File: src/rtl/prach_pkg.sv
// prach_pkg: shared PRACH sample/tag types, FSM states and dp/dq lane index mapping.
package prach_pkg;

    typedef logic [15:0] sample_t;
    typedef logic [7:0]  chn_t;

    typedef enum logic {W_IDLE, W_FILL}  wr_st_t;
    typedef enum logic {R_IDLE, R_DRAIN} rd_st_t;

    // dp format: cycle i carries x[2i], x[2i+1]; dq format: cycle j carries x[j], x[SIZE+j]
    function automatic int dp1_idx(input int i);
        return 2 * i;
    endfunction

    function automatic int dp2_idx(input int i);
        return 2 * i + 1;
    endfunction

    function automatic int dq1_idx(input int j);
        return j;
    endfunction

    function automatic int dq2_idx(input int size, input int j);
        return size + j;
    endfunction

endpackage

File: src/rtl/prach_unshape_buf.sv
// prach_unshape_buf: two-bank flop store, dp-order writes and dq-order registered reads.
module prach_unshape_buf
    import prach_pkg::*;
#(
    parameter int SIZE = 32,
    localparam int CW = $clog2(SIZE),
    localparam int AW = $clog2(2 * SIZE)
)(
    input  logic          clk,
    input  logic          rst,
    input  logic          we_i,
    input  logic          wbank_i,
    input  logic [CW-1:0] wcyc_i,
    input  sample_t       wd1_i,
    input  sample_t       wd2_i,
    input  logic          re_i,
    input  logic          rbank_i,
    input  logic [CW-1:0] rj_i,
    output sample_t       rd1_o,
    output sample_t       rd2_o
);

    sample_t mem [2][2*SIZE];

    always_ff @(posedge clk) begin
        if (we_i) begin
            mem[wbank_i][AW'(dp1_idx(int'(wcyc_i)))] <= wd1_i;
            mem[wbank_i][AW'(dp2_idx(int'(wcyc_i)))] <= wd2_i;
        end
    end

    // Read data doubles as the block's output register, zero when not draining
    always_ff @(posedge clk) begin
        if (rst) begin
            rd1_o <= '0;
            rd2_o <= '0;
        end else begin
            rd1_o <= re_i ? mem[rbank_i][AW'(dq1_idx(int'(rj_i)))] : '0;
            rd2_o <= re_i ? mem[rbank_i][AW'(dq2_idx(SIZE, int'(rj_i)))] : '0;
        end
    end

endmodule

File: src/rtl/prach_unshape_ch.sv
// prach_unshape_ch: per-channel dp (even/odd) to dq (lower/upper half) reorder
// through a ping-pong buffer; fixed latency SIZE+1 from sync_in to sync_out.
module prach_unshape_ch
    import prach_pkg::*;
#(
    parameter int SIZE = 32,
    localparam int CW = $clog2(SIZE)
)(
    input  logic    clk,
    input  logic    rst,
    input  sample_t din_dp1,
    input  sample_t din_dp2,
    input  chn_t    din_chn,
    input  logic    sync_in,
    output sample_t dout_dq1,
    output sample_t dout_dq2,
    output chn_t    dout_chn,
    output logic    sync_out
);

    wr_st_t        wr_st_q;
    rd_st_t        rd_st_q;
    logic [CW-1:0] wr_cnt_q, rd_cnt_q, wr_cyc;
    logic          wb_q, rb_q, we, wr_done, rd_go, rd_done;
    logic [1:0]    full_q, set_m, clr_m;
    chn_t          tag_q [2];

    // A sync always restarts the current bank at block cycle 0
    assign wr_cyc  = sync_in ? '0 : wr_cnt_q;
    assign we      = (wr_st_q == W_FILL) || sync_in;
    assign wr_done = (wr_st_q == W_FILL) && !sync_in && (wr_cnt_q == CW'(SIZE - 1));
    assign rd_go   = (rd_st_q == R_DRAIN) || full_q[rb_q];
    assign rd_done = rd_go && (rd_cnt_q == CW'(SIZE - 1));
    assign set_m   = wr_done ? (2'b01 << wb_q) : 2'b00;
    assign clr_m   = rd_done ? (2'b01 << rb_q) : 2'b00;

    always_ff @(posedge clk) begin
        if (rst) begin
            wr_st_q  <= W_IDLE;
            rd_st_q  <= R_IDLE;
            wr_cnt_q <= '0;
            rd_cnt_q <= '0;
            wb_q     <= 1'b0;
            rb_q     <= 1'b0;
            full_q   <= 2'b00;
            tag_q    <= '{default: '0};
            dout_chn <= '0;
            sync_out <= 1'b0;
        end else begin
            if (we) begin
                wr_st_q  <= W_FILL;
                wr_cnt_q <= wr_done ? '0 : wr_cyc + 1'b1;
            end
            if (sync_in)
                tag_q[wb_q] <= din_chn;
            if (wr_done)
                wb_q <= ~wb_q;
            full_q <= (full_q | set_m) & ~clr_m;
            if (rd_go) begin
                rd_st_q  <= rd_done ? R_IDLE : R_DRAIN;
                rd_cnt_q <= rd_done ? '0 : rd_cnt_q + 1'b1;
                dout_chn <= tag_q[rb_q];
            end
            if (rd_done)
                rb_q <= ~rb_q;
            sync_out <= rd_go && (rd_cnt_q == '0);
        end
    end

    prach_unshape_buf #(.SIZE(SIZE)) u_buf (
        .clk     (clk),
        .rst     (rst),
        .we_i    (we),
        .wbank_i (wb_q),
        .wcyc_i  (wr_cyc),
        .wd1_i   (din_dp1),
        .wd2_i   (din_dp2),
        .re_i    (rd_go),
        .rbank_i (rb_q),
        .rj_i    (rd_cnt_q),
        .rd1_o   (dout_dq1),
        .rd2_o   (dout_dq2)
    );

endmodule

File: config.mk
export PLATFORM = sky130hd
export DESIGN_NAME = prach_unshape_ch
export DESIGN_NICKNAME = d
export VERILOG_FILES = /design/src/rtl/prach_pkg.sv /design/src/rtl/prach_unshape_buf.sv /design/src/rtl/prach_unshape_ch.sv
export SDC_FILE = /design/constraint.sdc
export NUM_CORES = 2
export LEC_CHECK = 0
export CORE_MARGIN = 2
export CORE_UTILIZATION = 40
export DETAILED_ROUTE_END_ITERATION = 16
export MAX_ROUTING_LAYER = met4
export PLACE_DENSITY = 0.59
export SETUP_SLACK_MARGIN = 0.4
export SLEW_MARGIN = 10
export SYNTH_ARGS = -nofsm -noshare
export SYNTH_HDL_FRONTEND = slang
export SYNTH_SLANG_ARGS = --single-unit
File: constraint.sdc
create_clock -name clk -period 4.3 [get_ports clk]
set_input_delay 0.645 -clock clk [delete_from_list [all_inputs] [get_ports clk]]
set_output_delay 0.645 -clock clk [all_outputs]
set_load 0.05 [all_outputs]
==> impl_results.html <==
<table>
<tr><th>Metric</th><th>Value</th></tr>
<tr><th colspan="2">Outcome</th></tr>
<tr><td>Outcome</td><td>completed</td></tr>
<tr><th colspan="2">Layout</th></tr>
<tr><td>Top library cells by usage in the layout, fill and taps aside</td><td>sky130_fd_sc_hd__edfxtp_1 (2048), sky130_fd_sc_hd__conb_1 (1024), sky130_fd_sc_hd__mux4_2 (459)</td></tr>
<tr><td>Fraction of layout instances using a drive strength above 1</td><td>0.237</td></tr>
<tr><td>Final standard cell count with taps included and fillers excluded</td><td>8335</td></tr>
<tr><td>Commonest non-fill, non-tap cell in the layout</td><td>sky130_fd_sc_hd__edfxtp_1</td></tr>
<tr><td>Number of filler instances in the final layout</td><td>18000</td></tr>
<tr><td>Layout-stage area growth over the synthesis result</td><td>17.8%</td></tr>
<tr><td>Nets@finish</td><td>5377</td></tr>
<tr><th colspan="2">Placed design</th></tr>
<tr><td>Post-detail-place hpwl</td><td>121000 um</td></tr>
<tr><td>Number of cells after detailed placement</td><td>7936</td></tr>
<tr><td>GP Congestion</td><td>0.811</td></tr>
<tr><td>Number of I/O port buffers</td><td>83</td></tr>
<tr><th colspan="2">Global route</th></tr>
<tr><td>Vias in the first global route</td><td>43600</td></tr>
<tr><td>Grt total ovfl</td><td>0</td></tr>
<tr><td>Number of antenna violations at the first check in global routing</td><td>12</td></tr>
<tr><td>Layer carrying the most global-route usage</td><td>met2</td></tr>
<tr><td>Met1 track utilization from global routing</td><td>0.250</td></tr>
<tr><td>Largest net degree at the start of global routing</td><td>113</td></tr>
<tr><td>Met2 layer usage reported by global route</td><td>0.305</td></tr>
<tr><td>Gr usage total</td><td>0.190</td></tr>
<tr><td>Met3 usage in global routing</td><td>0.0335</td></tr>
<tr><td>Wire length of the first global-routing pass</td><td>291000 um</td></tr>
<tr><th colspan="2">CTS</th></tr>
<tr><td>Worst skew pair latency</td><td>860 ps</td></tr>
<tr><td>Number of CTS-inserted buffers</td><td>212</td></tr>
<tr><td>Resized Gates After CTS</td><td>0</td></tr>
<tr><td>Setup repair bufs after CTS</td><td>0</td></tr>
<tr><td>Clock sink total</td><td>2122</td></tr>
<tr><td>Worst-path clk slew</td><td>60 ps</td></tr>
<tr><td>Clock tree from TritonCTS</td><td>built</td></tr>
<tr><td>CTS Buffer Depth</td><td>3</td></tr>
<tr><td>H-Tree Depth</td><td>4</td></tr>
<tr><td>CTS Hold Buffers Added</td><td>0</td></tr>
<tr><td>Clock root buffer master</td><td>sky130_fd_sc_hd__clkbuf_16</td></tr>
<tr><th colspan="2">Timing</th></tr>
<tr><td>Final setup fails</td><td>0</td></tr>
<tr><td>Final clock period utilization by the worst path</td><td>0.788</td></tr>
<tr><td>Sum Neg Setup Slack</td><td>0 ps</td></tr>
<tr><td>Max Clk Rate</td><td>295 MHz</td></tr>
<tr><td>Final min period</td><td>3390 ps</td></tr>
<tr><td>Final count of pins violating max slew</td><td>0</td></tr>
<tr><td>RSZ-0062 raised after global routing</td><td>no</td></tr>
<tr><td>Worst slew margin relative to its limit</td><td>0.108</td></tr>
<tr><td>Worst-case clock skew</td><td>60.5 ps</td></tr>
<tr><td>Count of endpoints failing hold in the final timing report</td><td>0</td></tr>
<tr><td>Slew at the pin closest to its max-slew limit</td><td>1300 ps</td></tr>
<tr><th colspan="2">Routing</th></tr>
<tr><td>Routed WL</td><td>199000 um</td></tr>
<tr><td>Final routed DRC violation total</td><td>0</td></tr>
<tr><td>Count of antenna-violating nets left after detailed routing</td><td>0</td></tr>
<tr><td>Total via count after detailed routing</td><td>42700</td></tr>
<tr><td>First DRT Iteration DRCs</td><td>4367</td></tr>
<tr><td>Post-DR wirelength/cell</td><td>23.9 um</td></tr>
<tr><td>Number of vias per cell after detailed routing</td><td>5.12</td></tr>
<tr><td>Detailed Routing Iterations Pass 1</td><td>7</td></tr>
<tr><th colspan="2">Worst setup path</th></tr>
<tr><td>Delay of the slowest cell on the worst path</td><td>1100 ps</td></tr>
<tr><td>Critical-path cell with the highest stage delay</td><td>sky130_fd_sc_hd__a2111oi_0</td></tr>
<tr><td>Required time reported for the critical path endpoint</td><td>5000 ps</td></tr>
<tr><td>Cell chain of the critical path</td><td>buf_12, buf_4, mux4_2, nand2_1, a21oi_1, a2111oi_0, o31ai_1</td></tr>
<tr><td>Highest fanout seen on the critical path</td><td>22</td></tr>
<tr><td>Sort of element at the end of the critical path</td><td>flop</td></tr>
<tr><td>Crit Path Category</td><td>reg -&gt; reg</td></tr>
<tr><td>Dominant delay contributor by cell family on the critical path</td><td>compound AO/OA/AOI/OAI gates</td></tr>
<tr><td>Critical path buffers and inverters</td><td>2</td></tr>
<tr><td>Category of the worst setup path launch point</td><td>flop</td></tr>
<tr><td>Arrival time at the worst endpoint</td><td>4090 ps</td></tr>
<tr><th colspan="2">Power and ir drop</th></tr>
<tr><td>Sw Share</td><td>0.207</td></tr>
<tr><td>Maximum VDD drop</td><td>0.498 mV</td></tr>
<tr><td>Register share of total power</td><td>0.547</td></tr>
<tr><td>Switching component of the power</td><td>0.00899 W</td></tr>
<tr><td>Power density over the cells</td><td>434 nW/um2</td></tr>
<tr><td>Cell Int Power</td><td>0.0345 W</td></tr>
<tr><td>Final Power</td><td>0.0434 W</td></tr>
<tr><td>Clock network fraction of design power</td><td>0.424</td></tr>
<tr><td>Gate power share</td><td>0.029</td></tr>
<tr><td>Leak pwr</td><td>34.0 nW</td></tr>
<tr><th colspan="2">Job</th></tr>
<tr><td>Maximum Capacitance Violations</td><td>0</td></tr>
<tr><th colspan="2">Die</th></tr>
<tr><td>Die ar.</td><td>216000 um2</td></tr>
<tr><td>Standard-cell row count</td><td>169</td></tr>
<tr><td>Width of the chip</td><td>465 um</td></tr>
<tr><td>Initial cell density of the core</td><td>0.401</td></tr>
<tr><td>Area of the core</td><td>212000 um2</td></tr>
<tr><td>Vertical die dimension</td><td>465 um</td></tr>
<tr><td>Number of primary I/O pins</td><td>84</td></tr>
<tr><th colspan="2">Synthesis</th></tr>
<tr><td>Cell variety after synth</td><td>64</td></tr>
<tr><td>Mean post-synth cell area</td><td>19.6 um2</td></tr>
<tr><td>FF+latch count, synth</td><td>2122</td></tr>
<tr><td>EDFF count, synth</td><td>2048</td></tr>
<tr><td>Synth Instances</td><td>4345</td></tr>
<tr><td>Predominant post-synthesis flop cell</td><td>sky130_fd_sc_hd__edfxtp_1</td></tr>
<tr><td>Total number of yosys warnings</td><td>0</td></tr>
<tr><td>Post-synthesis instance area</td><td>85000 um2</td></tr>
<tr><td>Proportion of synthesized flip-flops having asynchronous set or reset</td><td>0</td></tr>
<tr><td>Sequential area share after synthesis</td><td>0.741</td></tr>
<tr><th colspan="2">Min path</th></tr>
<tr><td>Worst hold-check path type</td><td>in -&gt; reg</td></tr>
</table>
==> worst paths after layout <==
| kind | start | endpoint | slack [ps] | depth (start not counted) |
|---|---|---|---|---|
| hold / removal | din_dp1[15] | u_buf.mem[0][31] | 300 | 1 |
| hold reg to reg | tag_q[6] | tag_q[6] | 450 | 2 |
| setup reg to reg | flop | u_buf.rd1_o[5] | 910 | 7 |
| setup / recovery | flop | u_buf.rd1_o[5] | 910 | 7 |
==> layer usage <==
| metal | part of all wire | vias to the layer above |
|---|---|---|
| li1 | - | 18400 |
| met1 | 0.42 | 22600 |
| met2 | 0.49 | 1319 |
| met4 | 0.025 | 0 |
| met5 | 0 | - |
| met3 | 0.067 | 321 |
==> sequential cells by signal, indices dropped and copies added (netlist names), named ones only <==
| register | flops |
|---|---|
| u_buf.mem | 2048 |
| tag_q | 16 |
| u_buf.rd1_o | 16 |
| u_buf.rd2_o | 16 |
| dout_chn | 8 |
| rd_cnt_q | 5 |
| wr_cnt_q | 5 |
| full_q | 2 |
| rb_q | 1 |
| rd_st_q | 1 |
| sync_out | 1 |
| wb_q | 1 |
| wr_st_q | 1 |
==> kinds of logic (layout without fill, tap and decap cells) <==
kind of cell	count (synthesis)	in the layout	share of synthesized area
flops	2122	2122	0.741
mux	942	942	0.183
buf+inv	554	699	0.0283
simple gates	421	421	0.0211
compound gates	294	294	0.0251
xor+xnor	6	6	0.000619
fa+ha+maj	5	5	0.000736
other cells	1	1025	0.0000441
==> synthesized netlist by cell type (18+ instances only) <==
master                     count  area, um2
sky130_fd_sc_hd__clkbuf_1    398       1490
sky130_fd_sc_hd__buf_1        42        158
sky130_fd_sc_hd__buf_2        51        255
sky130_fd_sc_hd__nand3_1      30        150
sky130_fd_sc_hd__mux2_2      243       2740
sky130_fd_sc_hd__a211o_1      18        158
sky130_fd_sc_hd__mux4_2      459      10300
sky130_fd_sc_hd__nor2_1      114        428
sky130_fd_sc_hd__nand2_1     207        777
sky130_fd_sc_hd__edfxtp_1   2048      61500
sky130_fd_sc_hd__o22ai_1      35        219
sky130_fd_sc_hd__a32oi_1      32        280
sky130_fd_sc_hd__buf_4        42        315
sky130_fd_sc_hd__a21oi_1      45        225
sky130_fd_sc_hd__mux2_1       48        541
sky130_fd_sc_hd__mux2i_1     192       1920
sky130_fd_sc_hd__dfxtp_1      74       1480
==> layout make-up <==
| cell class | count | area [um2] | area share |
|---|---|---|---|
| clock buffers | 278 | 5690 | 0.0569 |
| multi-input cells | 2692 | 23700 | 0.237 |
| diodes | 1 | 2.50 | 0.0000250 |
| clock inverters | 120 | 1250 | 0.0125 |
| repair buffers | 294 | 2820 | 0.0282 |
| well taps | 2821 | 3530 | 0.0353 |
| inverters | 7 | 35.0 | 0.000350 |
| flip-flops and latches | 2122 | 63000 | 0.630 |
==> per-stage QoR <==
step / worst slack [ps] / cell area, um2 / hold slack, ps / utilization
4_1_cts: 941 / 100000 / 238 / 0.473
3_5_place_dp: 727 / 93100 / 446 / 0.440
2_1_floorplan: 865 / 88800 / 436 / -
6_report: 910 / 100000 / 296 / 0.473
5_1_grt: 831 / 100000 / 284 / 0.473
3_3_place_gp: 674 / 93100 / 442 / 0.440
==> worst reg2reg max path, cell delays in order (launching register included) <==
cell and delay (ps):
sky130_fd_sc_hd__dfxtp_4 650, sky130_fd_sc_hd__buf_12 300, sky130_fd_sc_hd__buf_4 320, sky130_fd_sc_hd__mux4_2 540
sky130_fd_sc_hd__nand2_1 90, sky130_fd_sc_hd__a21oi_1 110, sky130_fd_sc_hd__a2111oi_0 1100, sky130_fd_sc_hd__o31ai_1 130
==> power by group through the flow <==
stage	logic, W	registers (W)	clock network [W]
floorplan	0.000797	0.0241	0
global placement	0.00121	0.0242	0
detailed placement	0.00123	0.0242	0
CTS	0.00124	0.0238	0.0188
global route	0.00139	0.0238	0.0196
finish	0.00125	0.0238	0.0184
Power figures use the tool's default switching activity.
